### src/rtl/i2c_slave_bus_sync_if.sv
// I2C slave bus front-end interface: raw pins in, clean levels and strobes out.
// slave = the synchroniser block, master = pin driver / downstream consumer.
interface i2c_slave_bus_sync_if;
    logic scl_in;
    logic sda_in;
    logic scl_s;
    logic sda_s;
    logic scl_rise;
    logic scl_fall;
    logic bit_valid;
    logic bit_data;
    logic start_det;
    logic rstart_det;
    logic stop_det;
    logic timeout;
    logic bus_busy;

    modport master (
        output scl_in, sda_in,
        input  scl_s, sda_s, scl_rise, scl_fall,
        input  bit_valid, bit_data,
        input  start_det, rstart_det, stop_det,
        input  timeout, bus_busy
    );

    modport slave (
        input  scl_in, sda_in,
        output scl_s, sda_s, scl_rise, scl_fall,
        output bit_valid, bit_data,
        output start_det, rstart_det, stop_det,
        output timeout, bus_busy
    );
endinterface

### src/rtl/i2c_slave_bus_sync.sv
// I2C slave bus front end: pin sync, optional glitch filter, START/STOP/edge
// detection, bus-busy tracking, SCL-low timeout. Filter: I2C_GLITCH_FILTER_EN.
module i2c_slave_bus_sync #(
    parameter int SYNC_STAGES    = 2,
    parameter int FILTER_LEN     = 4,
    parameter int TO_CNT_W       = 16,
    parameter int TIMEOUT_CYCLES = 50000
) (
    input logic                 clk,
    input logic                 rst_n,
    i2c_slave_bus_sync_if.slave bus
);

    typedef enum logic {
        IDLE,
        BUSY
    } state_t;

    localparam bit TO_EN = (TIMEOUT_CYCLES != 0);
    localparam logic [TO_CNT_W-1:0] TO_LAST = TO_CNT_W'(TIMEOUT_CYCLES - 1);

    if (SYNC_STAGES < 2 || FILTER_LEN < 1 || TO_CNT_W < 1) begin : g_param_check
        $error("i2c_slave_bus_sync: illegal parameter value");
    end

    state_t                 state;
    logic [SYNC_STAGES-1:0] scl_sync;
    logic [SYNC_STAGES-1:0] sda_sync;
    logic                   scl_y;
    logic                   sda_y;
    logic                   scl_nx;
    logic                   sda_nx;
    logic                   scl_q;
    logic                   sda_q;
    logic [TO_CNT_W-1:0]    to_cnt;
    logic                   start_c;
    logic                   stop_c;
    logic                   to_c;
    logic                   rise_c;
    logic                   fall_c;

    logic scl_rise_q;
    logic scl_fall_q;
    logic bit_valid_q;
    logic bit_data_q;
    logic start_q;
    logic rstart_q;
    logic stop_q;
    logic timeout_q;
    logic busy_q;

    // Metastability chains, reset to the idle-high bus level
    always_ff @(posedge clk or negedge rst_n) begin
        if (!rst_n) begin
            scl_sync <= '1;
            sda_sync <= '1;
        end else begin
            scl_sync <= {scl_sync[SYNC_STAGES-2:0], bus.scl_in};
            sda_sync <= {sda_sync[SYNC_STAGES-2:0], bus.sda_in};
        end
    end

    assign scl_y = scl_sync[SYNC_STAGES-1];
    assign sda_y = sda_sync[SYNC_STAGES-1];

`ifdef I2C_GLITCH_FILTER_EN
    localparam int FC_W = (FILTER_LEN > 1) ? $clog2(FILTER_LEN) : 1;
    localparam logic [FC_W-1:0] FC_LAST = FC_W'(FILTER_LEN - 1);

    logic [FC_W-1:0] scl_fc;
    logic [FC_W-1:0] sda_fc;
    logic            scl_flip;
    logic            sda_flip;

    // A level only flips on the FILTER_LEN-th consecutive differing sample
    assign scl_flip = (scl_y != scl_q) && (scl_fc == FC_LAST);
    assign sda_flip = (sda_y != sda_q) && (sda_fc == FC_LAST);
    assign scl_nx   = scl_flip ? scl_y : scl_q;
    assign sda_nx   = sda_flip ? sda_y : sda_q;

    // Run-length counters of disagreement between sync output and filtered level
    always_ff @(posedge clk or negedge rst_n) begin
        if (!rst_n) begin
            scl_fc <= '0;
            sda_fc <= '0;
        end else begin
            if (scl_y == scl_q || scl_flip)
                scl_fc <= '0;
            else
                scl_fc <= scl_fc + 1'b1;
            if (sda_y == sda_q || sda_flip)
                sda_fc <= '0;
            else
                sda_fc <= sda_fc + 1'b1;
        end
    end
`else
    assign scl_nx = scl_y;
    assign sda_nx = sda_y;
`endif

    // Events are judged on the transition into the next registered level
    assign rise_c  = scl_nx & ~scl_q;
    assign fall_c  = ~scl_nx & scl_q;
    assign start_c = scl_q & scl_nx & sda_q & ~sda_nx;
    assign stop_c  = scl_q & scl_nx & ~sda_q & sda_nx;
    assign to_c    = TO_EN && (state == BUSY) && !scl_q && (to_cnt == TO_LAST);

    // Clean levels, edge strobes and sampled data bit
    always_ff @(posedge clk or negedge rst_n) begin
        if (!rst_n) begin
            scl_q       <= 1'b1;
            sda_q       <= 1'b1;
            scl_rise_q  <= 1'b0;
            scl_fall_q  <= 1'b0;
            bit_valid_q <= 1'b0;
            bit_data_q  <= 1'b0;
        end else begin
            scl_q       <= scl_nx;
            sda_q       <= sda_nx;
            scl_rise_q  <= rise_c;
            scl_fall_q  <= fall_c;
            bit_valid_q <= rise_c;
            if (rise_c)
                bit_data_q <= sda_nx;
        end
    end

    // Bus state FSM; START/STOP need SCL high so they never coincide with timeout
    always_ff @(posedge clk or negedge rst_n) begin
        if (!rst_n) begin
            state     <= IDLE;
            busy_q    <= 1'b0;
            start_q   <= 1'b0;
            rstart_q  <= 1'b0;
            stop_q    <= 1'b0;
            timeout_q <= 1'b0;
        end else begin
            start_q   <= 1'b0;
            rstart_q  <= 1'b0;
            stop_q    <= 1'b0;
            timeout_q <= 1'b0;
            case (state)
                IDLE: begin
                    if (stop_c) begin
                        stop_q <= 1'b1;
                    end else if (start_c) begin
                        state   <= BUSY;
                        busy_q  <= 1'b1;
                        start_q <= 1'b1;
                    end
                end
                BUSY: begin
                    unique case (1'b1)
                        stop_c: begin
                            state  <= IDLE;
                            busy_q <= 1'b0;
                            stop_q <= 1'b1;
                        end
                        start_c: begin
                            start_q  <= 1'b1;
                            rstart_q <= 1'b1;
                        end
                        to_c: begin
                            state     <= IDLE;
                            busy_q    <= 1'b0;
                            timeout_q <= 1'b1;
                        end
                        default: ;
                    endcase
                end
                default: begin
                    state  <= IDLE;
                    busy_q <= 1'b0;
                end
            endcase
        end
    end

    // SCL-low watchdog, only counting while a transfer is in progress
    always_ff @(posedge clk or negedge rst_n) begin
        if (!rst_n) begin
            to_cnt <= '0;
        end else if (!TO_EN || state == IDLE || scl_q || to_c) begin
            to_cnt <= '0;
        end else if (to_cnt != '1) begin
            to_cnt <= to_cnt + 1'b1;
        end
    end

    assign bus.scl_s      = scl_q;
    assign bus.sda_s      = sda_q;
    assign bus.scl_rise   = scl_rise_q;
    assign bus.scl_fall   = scl_fall_q;
    assign bus.bit_valid  = bit_valid_q;
    assign bus.bit_data   = bit_data_q;
    assign bus.start_det  = start_q;
    assign bus.rstart_det = rstart_q;
    assign bus.stop_det   = stop_q;
    assign bus.timeout    = timeout_q;
    assign bus.bus_busy   = busy_q;

endmodule

### src/flat_wrapper.sv
// flat-port wrapper written by rule: the top's interface ports become plain ports
module i2c_slave_bus_sync_flat 
#(
    parameter int SYNC_STAGES    = 2,
    parameter int FILTER_LEN     = 4,
    parameter int TO_CNT_W       = 16,
    parameter int TIMEOUT_CYCLES = 50000
)
  (clk, rst_n, bus_scl_in, bus_sda_in, bus_scl_s, bus_sda_s, bus_scl_rise, bus_scl_fall, bus_bit_valid, bus_bit_data, bus_start_det, bus_rstart_det, bus_stop_det, bus_timeout, bus_bus_busy);
  i2c_slave_bus_sync_if bus_i ();
  input logic clk;
  input logic rst_n;
  input wire logic [$bits(bus_i.scl_in)-1:0] bus_scl_in;
  input wire logic [$bits(bus_i.sda_in)-1:0] bus_sda_in;
  output wire logic [$bits(bus_i.scl_s)-1:0] bus_scl_s;
  output wire logic [$bits(bus_i.sda_s)-1:0] bus_sda_s;
  output wire logic [$bits(bus_i.scl_rise)-1:0] bus_scl_rise;
  output wire logic [$bits(bus_i.scl_fall)-1:0] bus_scl_fall;
  output wire logic [$bits(bus_i.bit_valid)-1:0] bus_bit_valid;
  output wire logic [$bits(bus_i.bit_data)-1:0] bus_bit_data;
  output wire logic [$bits(bus_i.start_det)-1:0] bus_start_det;
  output wire logic [$bits(bus_i.rstart_det)-1:0] bus_rstart_det;
  output wire logic [$bits(bus_i.stop_det)-1:0] bus_stop_det;
  output wire logic [$bits(bus_i.timeout)-1:0] bus_timeout;
  output wire logic [$bits(bus_i.bus_busy)-1:0] bus_bus_busy;
  assign bus_i.scl_in = bus_scl_in;
  assign bus_i.sda_in = bus_sda_in;
  assign bus_scl_s = bus_i.scl_s;
  assign bus_sda_s = bus_i.sda_s;
  assign bus_scl_rise = bus_i.scl_rise;
  assign bus_scl_fall = bus_i.scl_fall;
  assign bus_bit_valid = bus_i.bit_valid;
  assign bus_bit_data = bus_i.bit_data;
  assign bus_start_det = bus_i.start_det;
  assign bus_rstart_det = bus_i.rstart_det;
  assign bus_stop_det = bus_i.stop_det;
  assign bus_timeout = bus_i.timeout;
  assign bus_bus_busy = bus_i.bus_busy;
  i2c_slave_bus_sync #(.SYNC_STAGES(SYNC_STAGES), .FILTER_LEN(FILTER_LEN), .TO_CNT_W(TO_CNT_W), .TIMEOUT_CYCLES(TIMEOUT_CYCLES)) u_core (.clk(clk), .rst_n(rst_n), .bus(bus_i));
endmodule
### config.mk
export PLATFORM = sky130hd
export DESIGN_NAME = i2c_slave_bus_sync_flat
export DESIGN_NICKNAME = d
export VERILOG_FILES = /design/src/rtl/i2c_slave_bus_sync_if.sv /design/src/rtl/i2c_slave_bus_sync.sv /design/src/flat_wrapper.sv
export SDC_FILE = /design/constraint.sdc
export NUM_CORES = 1
export LEC_CHECK = 0
export ABC_AREA = 1
export CAP_MARGIN = 30
export CORE_UTILIZATION = 60
export DETAILED_ROUTE_END_ITERATION = 8
export PLACE_DENSITY = 0.81
export SYNTH_ARGS = -nofsm -noshare
export SYNTH_HDL_FRONTEND = slang
export SYNTH_SLANG_ARGS = --single-unit
### constraint.sdc
create_clock -name clk -period 3 [get_ports clk]
set_input_delay 0.6 -clock clk [delete_from_list [all_inputs] [get_ports clk]]
set_output_delay 0.6 -clock clk [all_outputs]
set_load 0.1 [all_outputs]
==> results of run 1 <==
==> cells in the mapped netlist <==
| cell type | instances | share of area (%) |
|---|---|---|
| a21o_1 | 1 | 0.49 |
| a21oi_1 | 1 | 0.33 |
| a21oi_2 | 1 | 0.57 |
| buf_4 | 1 | 0.49 |
| buf_6 | 2 | 1.5 |
| dfrtp_1 | 25 | 41 |
| dfstp_2 | 6 | 10 |
| ha_1 | 1 | 0.82 |
| inv_1 | 15 | 3.7 |
| inv_2 | 3 | 0.74 |
| nand2_1 | 42 | 10 |
| nand2_2 | 7 | 2.9 |
| nand3_1 | 7 | 2.3 |
| nand3_2 | 1 | 0.66 |
| nand3b_1 | 1 | 0.49 |
| nand4_1 | 4 | 1.6 |
| nor2_1 | 22 | 5.4 |
| nor2_2 | 5 | 2.1 |
| nor2_4 | 2 | 1.5 |
| nor3_1 | 2 | 0.66 |
| nor4_1 | 1 | 0.41 |
| o21ai_0 | 7 | 2.3 |
| o21ai_1 | 1 | 0.33 |
| o21ai_2 | 8 | 4.6 |
| o21bai_1 | 1 | 0.49 |
| xnor2_1 | 2 | 1.1 |
| xor2_1 | 5 | 2.9 |
==> power by group through the flow <==
stage               registers, mW  clock network, mW  logic [mW]
floorplan                   0.547                  0      0.0583
global placement            0.466                  0       0.176
detailed placement          0.468                  0       0.178
CTS                         0.460              0.227       0.179
global route                0.463              0.254       0.189
finish                      0.460              0.222       0.177
==> stage by stage <==
stage | util [%] | std cells | setup WS, ns | area, um^2 | total power, mW
after global placement | 71.84 | 214 | 1.451 | 1650 | 0.6418
after CTS | 74.13 | 222 | 1.194 | 1703 | 0.8658
after floorplan | - | 174 | 1.076 | 1525 | 0.6057
after global routing | 74.13 | 222 | 1.153 | 1703 | 0.9055
final | 74.13 | 222 | 1.207 | 1703 | 0.8582
after detailed placement | 71.84 | 214 | 1.350 | 1650 | 0.6458
==> logic make-up after synthesis <==
group	share of synthesized area [%]
xor gates and xnor gates	4.020
buffers and inverters	6.398
adders and majority gates	0.8202
AOI/OAI and AO/OA	9.106
DFF	51.35
and+or+nand+nor	28.30
==> worst max path at each step <==
stage | from | endpoint | slack (ns)
after detailed placement | u_core.to_cnt[0]$_DFFE_PN0P_ | u_core.to_cnt[6]$_DFFE_PN0P_ | 1.35
after floorplan | u_core.bus.scl_rise$_DFF_PN0_ | bus_scl_rise | 1.08
after global placement | u_core.to_cnt[0]$_DFFE_PN0P_ | u_core.to_cnt[7]$_DFFE_PN0P_ | 1.45
final | u_core.bus.scl_s$_DFF_PN1_ | bus_scl_s | 1.21
after global routing | u_core.bus.scl_s$_DFF_PN1_ | bus_scl_s | 1.15
after CTS | u_core.bus.scl_s$_DFF_PN1_ | bus_scl_s | 1.19
==> metal layers <==
metal	GRT usage, %	part of all wire, %	vias up
li1	-	-	588
met1	30.75	45	560
met2	39.66	48	32
met3	10.72	5.6	4
met4	10.09	1.1	0
met5	0	0	-
==> cell type report <==
class	count	area (um^2)	area share [%]
inverters	18	67.56	3.968
well taps	28	35.03	2.057
flip-flops and latches	31	783.3	46.00
multi-input cells	122	644.4	37.84
repair buffers	15	120.1	7.054
clock inverters	3	15.01	0.8817
clock buffers	5	37.54	2.204
==> impl_results.md, run 1 <==
- Sequential area share after synthesis: about half
- R2R cell count: 6
- Slowest stage cell, crit path: dfstp_2
- Hold_buf cts: 0
- Relative slew margins: ~76%
- Worst reg2reg setup slack: 1.32 ns
- Vias in the first global route: ~1.1k
- Mapped cell area: between 1500 and 2000 um^2
- Gate power share: 20.6%
- Largest net degree at the start of global routing: 32
- RSZ-0062 raised after global routing: false
- Row cnt: 17
- Top reg by flops: u_core.to_cnt
- Ant diodes: 0
- Fill count: roughly 170
- Worst skew pair latency: about 0.33 ns
- R2R Path End: u_core.to_cnt[6]$_DFFE_PN0P_
- Hpwl dp: 2216 um
- Measured slew at the worst slew-check pin: between 0.3 and 0.4 ns
- Power per Cell Area: approximately 500 nW/um^2
- Switching part of the total: between 30% and 40%
- Max reg flops: 16
- Syn Area/Cell: 8.766 um^2
- Post-DRT Antenna Nets: 0
- Setup Fix Bufs, Post-CTS: 0
- Initial Utilization: between 60% and 70%
- Pre-antenna DRT Iters: 4
- Psw: just under 0.3 mW
- Root Buffer: clkbuf_4
- Hold EP: u_core.sda_sync[1]$_DFF_PN1_
- First-pass GRT wire length: about 4800 um
- Setup violators final: 0
- Drt drc: 0
- CTS resizes: 0
- Ratio of cells with drive above 1 in the final layout: between 20% and 30%
- CTS Sinks: 31
- Fmax: roughly 560 MHz
- Internal power: roughly 0.57 mW
- Total stage count of the critical path: 1
- Vias/cell: about 5.3
- Total gr overflow: 0
- Leakage power: slightly below 0.8 nW
- WL/cell: approximately 13 um
- Hold depth: 0
- Yosys cell types: 27
- CP arrival: roughly 1.2 ns
- Area Growth Syn to Fin: 11.65%
- Initial antenna violation count: 0
- Die width: about 52 um
- DR vias: around 1.2k
- FF+latch count, synth: 31
- Top Family by Delay on Critical Path: flip-flops
- Nets: around 200
- Buf/Inv on CP: 1
- Status: completed
- Peak supply drop: ~0.49 mV
- CP max FO: 4
- Port Buffers: 14
- Max Cap Viol: 0
- Commonest non-fill, non-tap cells in the layout: nand2_1, dfrtp_1, nor2_1
- Clock buffer depth: 2
- Hold_sp: u_core.sda_sync[0]$_DFF_PN1_
- Post-Route WL: approximately 2800 um
- Max-slew violation count: 0
- Period minus WS final: roughly 1.8 ns
- Die area: ~2700 um^2
- Required time worst endpoint: between 2 and 2.5 ns
- Critical-path cell list: buf_4
- Worst-path clk slew: approximately 0.09 ns
- Worst Skew: 0.009584 ns
- Final hold viol count: 0
- CP endpoint kind: output port
- Power share of the clock group: between 20 and 30%
- Core ar.: about 2300 um^2
- Net Count, Synth: around 180
- Routability cong.: between 0.8 and 0.9
- Die Height: approximately 52 um
- Cells after synthesis: approximately 170
- Worst hold path class: flop to flop
- Setup Total Neg Slack: 0 ns
- Worst hold slack: about 0.36 ns
- Iter 0 DRT Violations: 45
- Commonest non-fill, non-tap cell in the layout: nand2_1
- Sequential power share: between 50 and 60%
- Largest registers: u_core.to_cnt x16, u_core.scl_sync x2, u_core.sda_sync x2
- H-tree levels: 2
- Largest stage delay, worst path: between 0.5 and 0.6 ns
- WS Path Type: flop to output port
- Io pins: 15
- Synth warn: 0
- Worst flop-to-flop path startpoint: u_core.to_cnt[0]$_DFFE_PN0P_
- Final period util: approximately three fifths
- CTS tree: yes
- CP startpoint kind: flop
- TritonCTS buffer count: 5
- GRT Overall Usage: 25.39%
Note: power is estimated with default switching activity, not from simulation.
==> inputs of run 2 (changes only) <==
--- a/config.mk
+++ b/config.mk
@@ -7,9 +7,9 @@
 export LEC_CHECK = 0
 export ABC_AREA = 1
 export CAP_MARGIN = 30
-export CORE_UTILIZATION = 60
+export CORE_UTILIZATION = 50
 export DETAILED_ROUTE_END_ITERATION = 8
-export PLACE_DENSITY = 0.81
+export PLACE_DENSITY = 0.72
 export SYNTH_ARGS = -nofsm -noshare
 export SYNTH_HDL_FRONTEND = slang
 export SYNTH_SLANG_ARGS = --single-unit
==> constraint.sdc (replaced) <==
create_clock -name clk -period 1.64 [get_ports clk]
set_input_delay 0.328 -clock clk [delete_from_list [all_inputs] [get_ports clk]]
set_output_delay 0.328 -clock clk [all_outputs]
set_load 0.1 [all_outputs]
==> run 2 against run 1 <==
Net effect:
- global-route usage decreased by 4.6 points
- critical path type is now flop to flop
- clock power rose to 2.8 times the previous value
- critical path depth increased by 5
- combinational power rose by 120%
- largest power group unchanged
- sequential cell count stayed put
- sequential share of layout area down 4.8 points
- hold slack worse by 0.026 ns
- clock skew increased by 0.0066 ns
- setup slack got worse by 1.1 ns
- sequential power rose by 86%
==> impl_results.md, run 2 (same netlist as run 1, synthesis figures left out) <==
- Final instance area: 1904 um^2 (was 1703 um^2)
- CP endpoint kind: flop (was output port)
- Power per Cell Area: 982.9 nW/um^2 (was 504.0 nW/um^2)
- H-tree levels: 2 (unchanged)
- Die area: 3275 um^2 (was 2748 um^2)
- Switching part of the total: 30.40% (was 33.79%)
- Largest net degree at the start of global routing: 32 (unchanged)
- CP startpoint kind: flop (unchanged)
- Period minus WS final: between 1.5 and 2 ns
- Die Height: 57.23 um (was 52.42 um)
- Non-Filler Instances: 225 (was 222)
- Largest registers: u_core.to_cnt x16, u_core.scl_sync x2, u_core.sda_sync x2 (unchanged)
- Final period util: between 90% and 100%
- Critical Path End: u_core.to_cnt[7]$_DFFE_PN0P_ (was bus_scl_s)
- Ratio of cells with drive above 1 in the final layout: 28.35% (was 27.32%)
- TritonCTS buffer count: 5 (unchanged)
- Initial Utilization: 53.91% (was 66.39%)
- RSZ-0062 raised after global routing: false (unchanged)
- Fmax: around 660 MHz
- Worst flop-to-flop path startpoint: u_core.to_cnt[0]$_DFFE_PN0P_ (unchanged)
- Sequential power share: 45.7% (was 53.6%)
- Worst reg2reg setup slack: 0.12 ns (was 1.32 ns)
- Clock buffer depth: 2 (unchanged)
- Post-DRT Antenna Nets: 0 (unchanged)
- CTS Sinks: 31 (unchanged)
- Setup violators final: 0 (unchanged)
- Gate power share: 20.9% (was 20.6%)
- Top reg by flops: u_core.to_cnt (unchanged)
- Internal power: 1.303 mW (was 0.5682 mW)
- Io pins: 15 (unchanged)
- Max-slew violation count: 0 (unchanged)
- Area after DPL: 1805 um^2 (was 1650 um^2)
- Required time worst endpoint: 1.84 ns (was 2.40 ns)
- Vias/cell: 5.360 (was 5.333)
- Nets: 198 (unchanged)
- Hpwl dp: 2230 um (was 2216 um)
- Leakage power: 0.8543 nW (was 0.7883 nW)
- Post-Route WL: 2908 um (was 2834 um)
- WS Path Type: flop to flop (was flop to output port)
- Routability cong.: 0.8271 (was 0.8799)
- Core ar.: 2829 um^2 (was 2297 um^2)
- First-pass GRT wire length: 5043 um (was 4781 um)
- Vias in the first global route: 1133 (was 1147)
- Pre-antenna DRT Iters: 4 (unchanged)
- Max reg flops: 16 (unchanged)
- Root Buffer: clkbuf_4 (unchanged)
- Die width: 57.23 um (was 52.42 um)
- Worst Skew: 0.01623 ns (was 0.009584 ns)
- Area Growth Syn to Fin: 24.86% (was 11.65%)
- CP arrival: 1.72 ns (was 1.19 ns)
- DR vias: 1206 (was 1184)
- Max Cap Viol: 0 (unchanged)
- Commonest non-fill, non-tap cell in the layout: nand2_1 (unchanged)
- R2R Path End: u_core.to_cnt[7]$_DFFE_PN0P_ (was u_core.to_cnt[6]$_DFFE_PN0P_)
- CP max FO: 13 (was 4)
- Worst-path clk slew: 0.10 ns (was 0.09 ns)
- Worst skew pair latency: 0.34 ns (was 0.33 ns)
- Worst hold path class: input pin to asynchronous set/reset pin (was flop to flop)
- Power share of the clock group: 33.5% (was 25.8%)
- Setup crit start: u_core.to_cnt[0]$_DFFE_PN0P_ (was u_core.bus.scl_s$_DFF_PN1_)
- Final setup slack of the worst path: 0.1233 ns (was 1.207 ns)
- R2R cell count: 6 (unchanged)
- Psw: 0.5690 mW (was 0.2900 mW)
- Cell Count Post-Placement: 217 (was 214)
- Worst hold slack: 0.3335 ns (was 0.3594 ns)
- CTS tree: yes (unchanged)
- Relative slew margins: 76.17% (was 75.89%)
- Status: completed (unchanged)
- Initial antenna violation count: 0 (unchanged)
- WL/cell: 12.92 um (was 12.77 um)
- Drt drc: 0 (unchanged)
- Peak supply drop: 0.7031 mV (was 0.4916 mV)
- Total gr overflow: 0 (unchanged)
- Setup Total Neg Slack: 0 ns (unchanged)
- Row cnt: 19 (was 17)
- Power Total: 1.872 mW (was 0.8582 mW)
- Dpl ws: -0.04223 ns (was 1.350 ns)
- Iter 0 DRT Violations: 41 (was 45)
- Post-layout util: 67.32% (was 74.13%)
- Ant diodes: 0 (unchanged)
- Hold_buf cts: 0 (unchanged)
- Final hold viol count: 0 (unchanged)
- Measured slew at the worst slew-check pin: 0.3547 ns (was 0.3617 ns)
- Commonest non-fill, non-tap cells in the layout: nand2_1, dfrtp_1, nor2_1 (unchanged)
- GRT Overall Usage: 20.82% (was 25.39%)
- Port Buffers: 14 (unchanged)
[run 2: cell types whose count changed in the layout (fill, tap and decap cells not counted), sizes merged]
cell,previous run,this run
bufinv,0,1
clkinv,3,1
clkbuf,5,6
[run 2: area by class of cell]
cell class                 count  area [um^2]
tap                           31        38.79
sequential                    31        784.5
clock buffer                   6        51.30
inverter                      18        67.56
timing repair buffer          15        270.3
fill                         227        924.6
multi-input combinational    122        656.9
clock inverter                 2        35.03
[run 2: how the worst min path moves through the flow]
stage                                            endpoint  cells past startpoint
after floorplan           u_core.bus.bit_data$_DFFE_PN0P_                      0
after global placement       u_core.sda_sync[1]$_DFF_PN1_                      0
after detailed placement     u_core.scl_sync[1]$_DFF_PN1_                      0
after CTS                    u_core.to_cnt[6]$_DFFE_PN0P_                      2
after global routing        u_core.to_cnt[10]$_DFFE_PN0P_                      2
final                        u_core.to_cnt[6]$_DFFE_PN0P_                      2
[run 2: timing repair]
action | CTS | global route
setup buffers | 0 | 0
setup endpoints to repair | 1 | 2
resized for setup | 2 | 1
cloned | 0 | 0
[run 2: power by group through the flow]
stage	logic (mW)	registers (mW)	clock network, mW
floorplan	0.107	1.00	0
global placement	0.382	0.865	0
detailed placement	0.387	0.869	0
CTS	0.393	0.855	0.640
global route	0.411	0.861	0.669
finish	0.390	0.855	0.626
[run 2: critical path: stages (launching register included)]
cell,delay [ns]
dfrtp_1,0.40
ha_2,0.25
nand3_2,0.13
nor2_2,0.18
a21oi_2,0.11
nand2_4,0.19
o21ai_0,0.13
[run 2: layer usage]
metal / part of all wire, % / wire length, um / track usage, %
met1: 46 / 1343 / 27.91
met2: 48 / 1402 / 31.93
met3: 3.9 / 114 / 6.803
met4: 1.7 / 48 / 7.317
met5: 0 / 0 / 0
==> inputs of run 3 (changes only) <==
--- a/config.mk
+++ b/config.mk
@@ -7,7 +7,9 @@
 export LEC_CHECK = 0
 export ABC_AREA = 1
 export CAP_MARGIN = 30
-export CORE_UTILIZATION = 50
+export CELL_PAD_IN_SITES_DETAIL_PLACEMENT = 1
+export CELL_PAD_IN_SITES_GLOBAL_PLACEMENT = 1
+export CORE_UTILIZATION = 38
 export DETAILED_ROUTE_END_ITERATION = 8
 export PLACE_DENSITY = 0.72
 export SYNTH_ARGS = -nofsm -noshare
==> run 3 against run 2 <==
Net effect:
- core utilization decreased by 14 points
- critical path depth up 1
- sequential share of layout area is 1.9 points lower
- clock power increased by 24%
- register-to-register slack worse by 0.04 ns
- setup slack worse by 0.043 ns
- combinational power is 6.2% higher
- design area increased by 4.9%
- power is 9.5% higher
- hold slack gained 0.022 ns
- critical path type unchanged
- largest cell class unchanged
==> impl_results.md, run 3 (same netlist as run 1, synthesis figures left out) <==
- Final period util: 95.08% (was 92.48%)
- Hold_buf cts: 0 (unchanged)
- Worst Skew: 0.006387 ns (was 0.01623 ns)
- Largest registers: u_core.to_cnt x16, u_core.scl_sync x2, u_core.sda_sync x2 (unchanged)
- WS Path Type: flop to flop (unchanged)
- CTS tree: yes (unchanged)
- CP arrival: 1.73 ns (was 1.72 ns)
- Ratio of cells with drive above 1 in the final layout: 30.15% (was 28.35%)
- Status: completed (unchanged)
- CP startpoint kind: flop (unchanged)
- Max Cap Viol: 0 (unchanged)
- Commonest non-fill, non-tap cell in the layout: nand2_1 (unchanged)
- Setup Total Neg Slack: 0 ns (unchanged)
- Period minus WS final: 1.559 ns (was 1.517 ns)
- Fmax: 641.3 MHz (was 659.3 MHz)
- Commonest non-fill, non-tap cells in the layout: nand2_1, dfrtp_1, nor2_1 (unchanged)
- Measured slew at the worst slew-check pin: 0.3605 ns (was 0.3547 ns)
- Area Growth Syn to Fin: 30.93% (was 24.86%)
- Relative slew margins: 75.78% (was 76.17%)
- Worst-path clk slew: 0.07 ns (was 0.10 ns)
- Root Buffer: clkbuf_8 (was clkbuf_4)
- Peak supply drop: 0.4074 mV (was 0.7031 mV)
- Worst hold path class: flop to flop (was input pin to asynchronous set/reset pin)
- WL/cell: 15.08 um (was 12.92 um)
- Power per Cell Area: 1026 nW/um^2 (was 982.9 nW/um^2)
- Row cnt: 22 (was 19)
- Nets: 203 (was 198)
- Required time worst endpoint: 1.81 ns (was 1.84 ns)
- Core ar.: 3744 um^2 (was 2829 um^2)
- H-tree levels: 2 (unchanged)
- DR vias: 1228 (was 1206)
- First-pass GRT wire length: 6410 um (was 5043 um)
- Post-DRT Antenna Nets: 0 (unchanged)
- Clock buffer depth: 2 (unchanged)
- Ant diodes: 0 (unchanged)
- Initial Utilization: 40.74% (was 53.91%)
- Worst skew pair latency: 0.29 ns (was 0.34 ns)
- Hpwl dp: 2798 um (was 2230 um)
- CP max FO: 7 (was 13)
- Die width: 65.36 um (was 57.23 um)
- Io pins: 15 (unchanged)
- Max reg flops: 16 (unchanged)
- Vias in the first global route: 1322 (was 1133)
- Setup violators final: 0 (unchanged)
- Max-slew violation count: 0 (unchanged)
- RSZ-0062 raised after global routing: false (unchanged)
- Final hold viol count: 0 (unchanged)
- Routability cong.: 0.8218 (was 0.8271)
- Total gr overflow: 0 (unchanged)
- Iter 0 DRT Violations: 62 (was 41)
- CP endpoint kind: flop (unchanged)
- Leakage power: 0.8828 nW (was 0.8543 nW)
- Port Buffers: 14 (unchanged)
- CTS Sinks: 31 (unchanged)
- Drt drc: 0 (unchanged)
- Die area: 4271 um^2 (was 3275 um^2)
- Top reg by flops: u_core.to_cnt (unchanged)
- Post-Route WL: 3725 um (was 2908 um)
- Largest net degree at the start of global routing: 32 (unchanged)
- Die Height: 65.36 um (was 57.23 um)
- TritonCTS buffer count: 5 (unchanged)
- GRT Overall Usage: 21.05% (was 20.82%)
- Vias/cell: 4.972 (was 5.360)
- Pre-antenna DRT Iters: 4 (unchanged)
- Power Total: 2.049 mW (was 1.872 mW)
- Initial antenna violation count: 0 (unchanged)
==> run 3: changes by cell type in the layout (fill, tap and decap cells not counted), sizes merged <==
cell | previous run | this run
buf | 12 | 17
==> run 3: area by class of cell <==
cell class	count	area, um^2
clock buffers	6	82.58
clock inverters	2	35.03
fillers	456	1747
inverters	18	67.56
multi-input cells	122	646.9
flip-flops and latches	31	784.5
well taps	48	60.06
repair buffers	20	320.3
==> run 3: critical path, cell delays in order (launching register included) <==
cell,delay (ns)
dfrtp_1,0.40
ha_2,0.23
nand3_2,0.13
nor2_2,0.19
a21oi_2,0.11
nand2_2,0.15
buf_4,0.17
o21ai_2,0.06
==> run 3: metrics by stage <==
| step | util [%] | instance area, um^2 | std cells | hold WS [ns] | worst slack, ns |
|---|---|---|---|---|---|
| floorplan | - | 1526 | 174 | 0.03241 | 0.06512 |
| global placement | 50.13 | 1877 | 239 | 0.3458 | 0.2121 |
| detailed placement | 50.13 | 1877 | 239 | 0.3476 | 0.1161 |
| CTS | 53.28 | 1994 | 247 | 0.3574 | 0.07066 |
| global route | 53.34 | 1997 | 247 | 0.3604 | 0.009589 |
| finish | 53.34 | 1997 | 247 | 0.3558 | 0.08074 |
==> run 3: path summary, 6_finish.rpt <==
path                                               from                              to  slack (ns)  cells after the start
max                        u_core.to_cnt[1]$_DFFE_PN0P_    u_core.to_cnt[3]$_DFFE_PN0P_        0.08                      7
min                        u_core.scl_sync[0]$_DFF_PN1_    u_core.scl_sync[1]$_DFF_PN1_        0.36                      0
max in group asynchronous                         rst_n    u_core.scl_sync[0]$_DFF_PN1_        1.00                      2
min in group asynchronous                         rst_n  u_core.bus.start_det$_DFF_PN0_        0.41                      2
min reg2reg                u_core.scl_sync[0]$_DFF_PN1_    u_core.scl_sync[1]$_DFF_PN1_        0.36                      0
max reg2reg                u_core.to_cnt[1]$_DFFE_PN0P_    u_core.to_cnt[3]$_DFFE_PN0P_        0.08                      7
==> run 3: power breakdown <==
| group | internal [mW] | switching (mW) |
|---|---|---|
| Combinational | 0.147 | 0.268 |
| Clock | 0.491 | 0.287 |
| Sequential | 0.813 | 0.0447 |
==> run 3: metal layers <==
metal / up-vias / track usage, % / routed length (um)
met5: - / 0 / 0
met1: 609 / 25.39 / 1629
met4: 0 / 10.05 / 72
met3: 6 / 6.597 / 118
met2: 12 / 33.89 / 1905
li1: 601 / - / -
==> run 3: repair_timing <==
action | CTS | global route
buffers inserted | 0 | 0
setup endpoints to repair | 0 | 4
resized for setup | 0 | 1
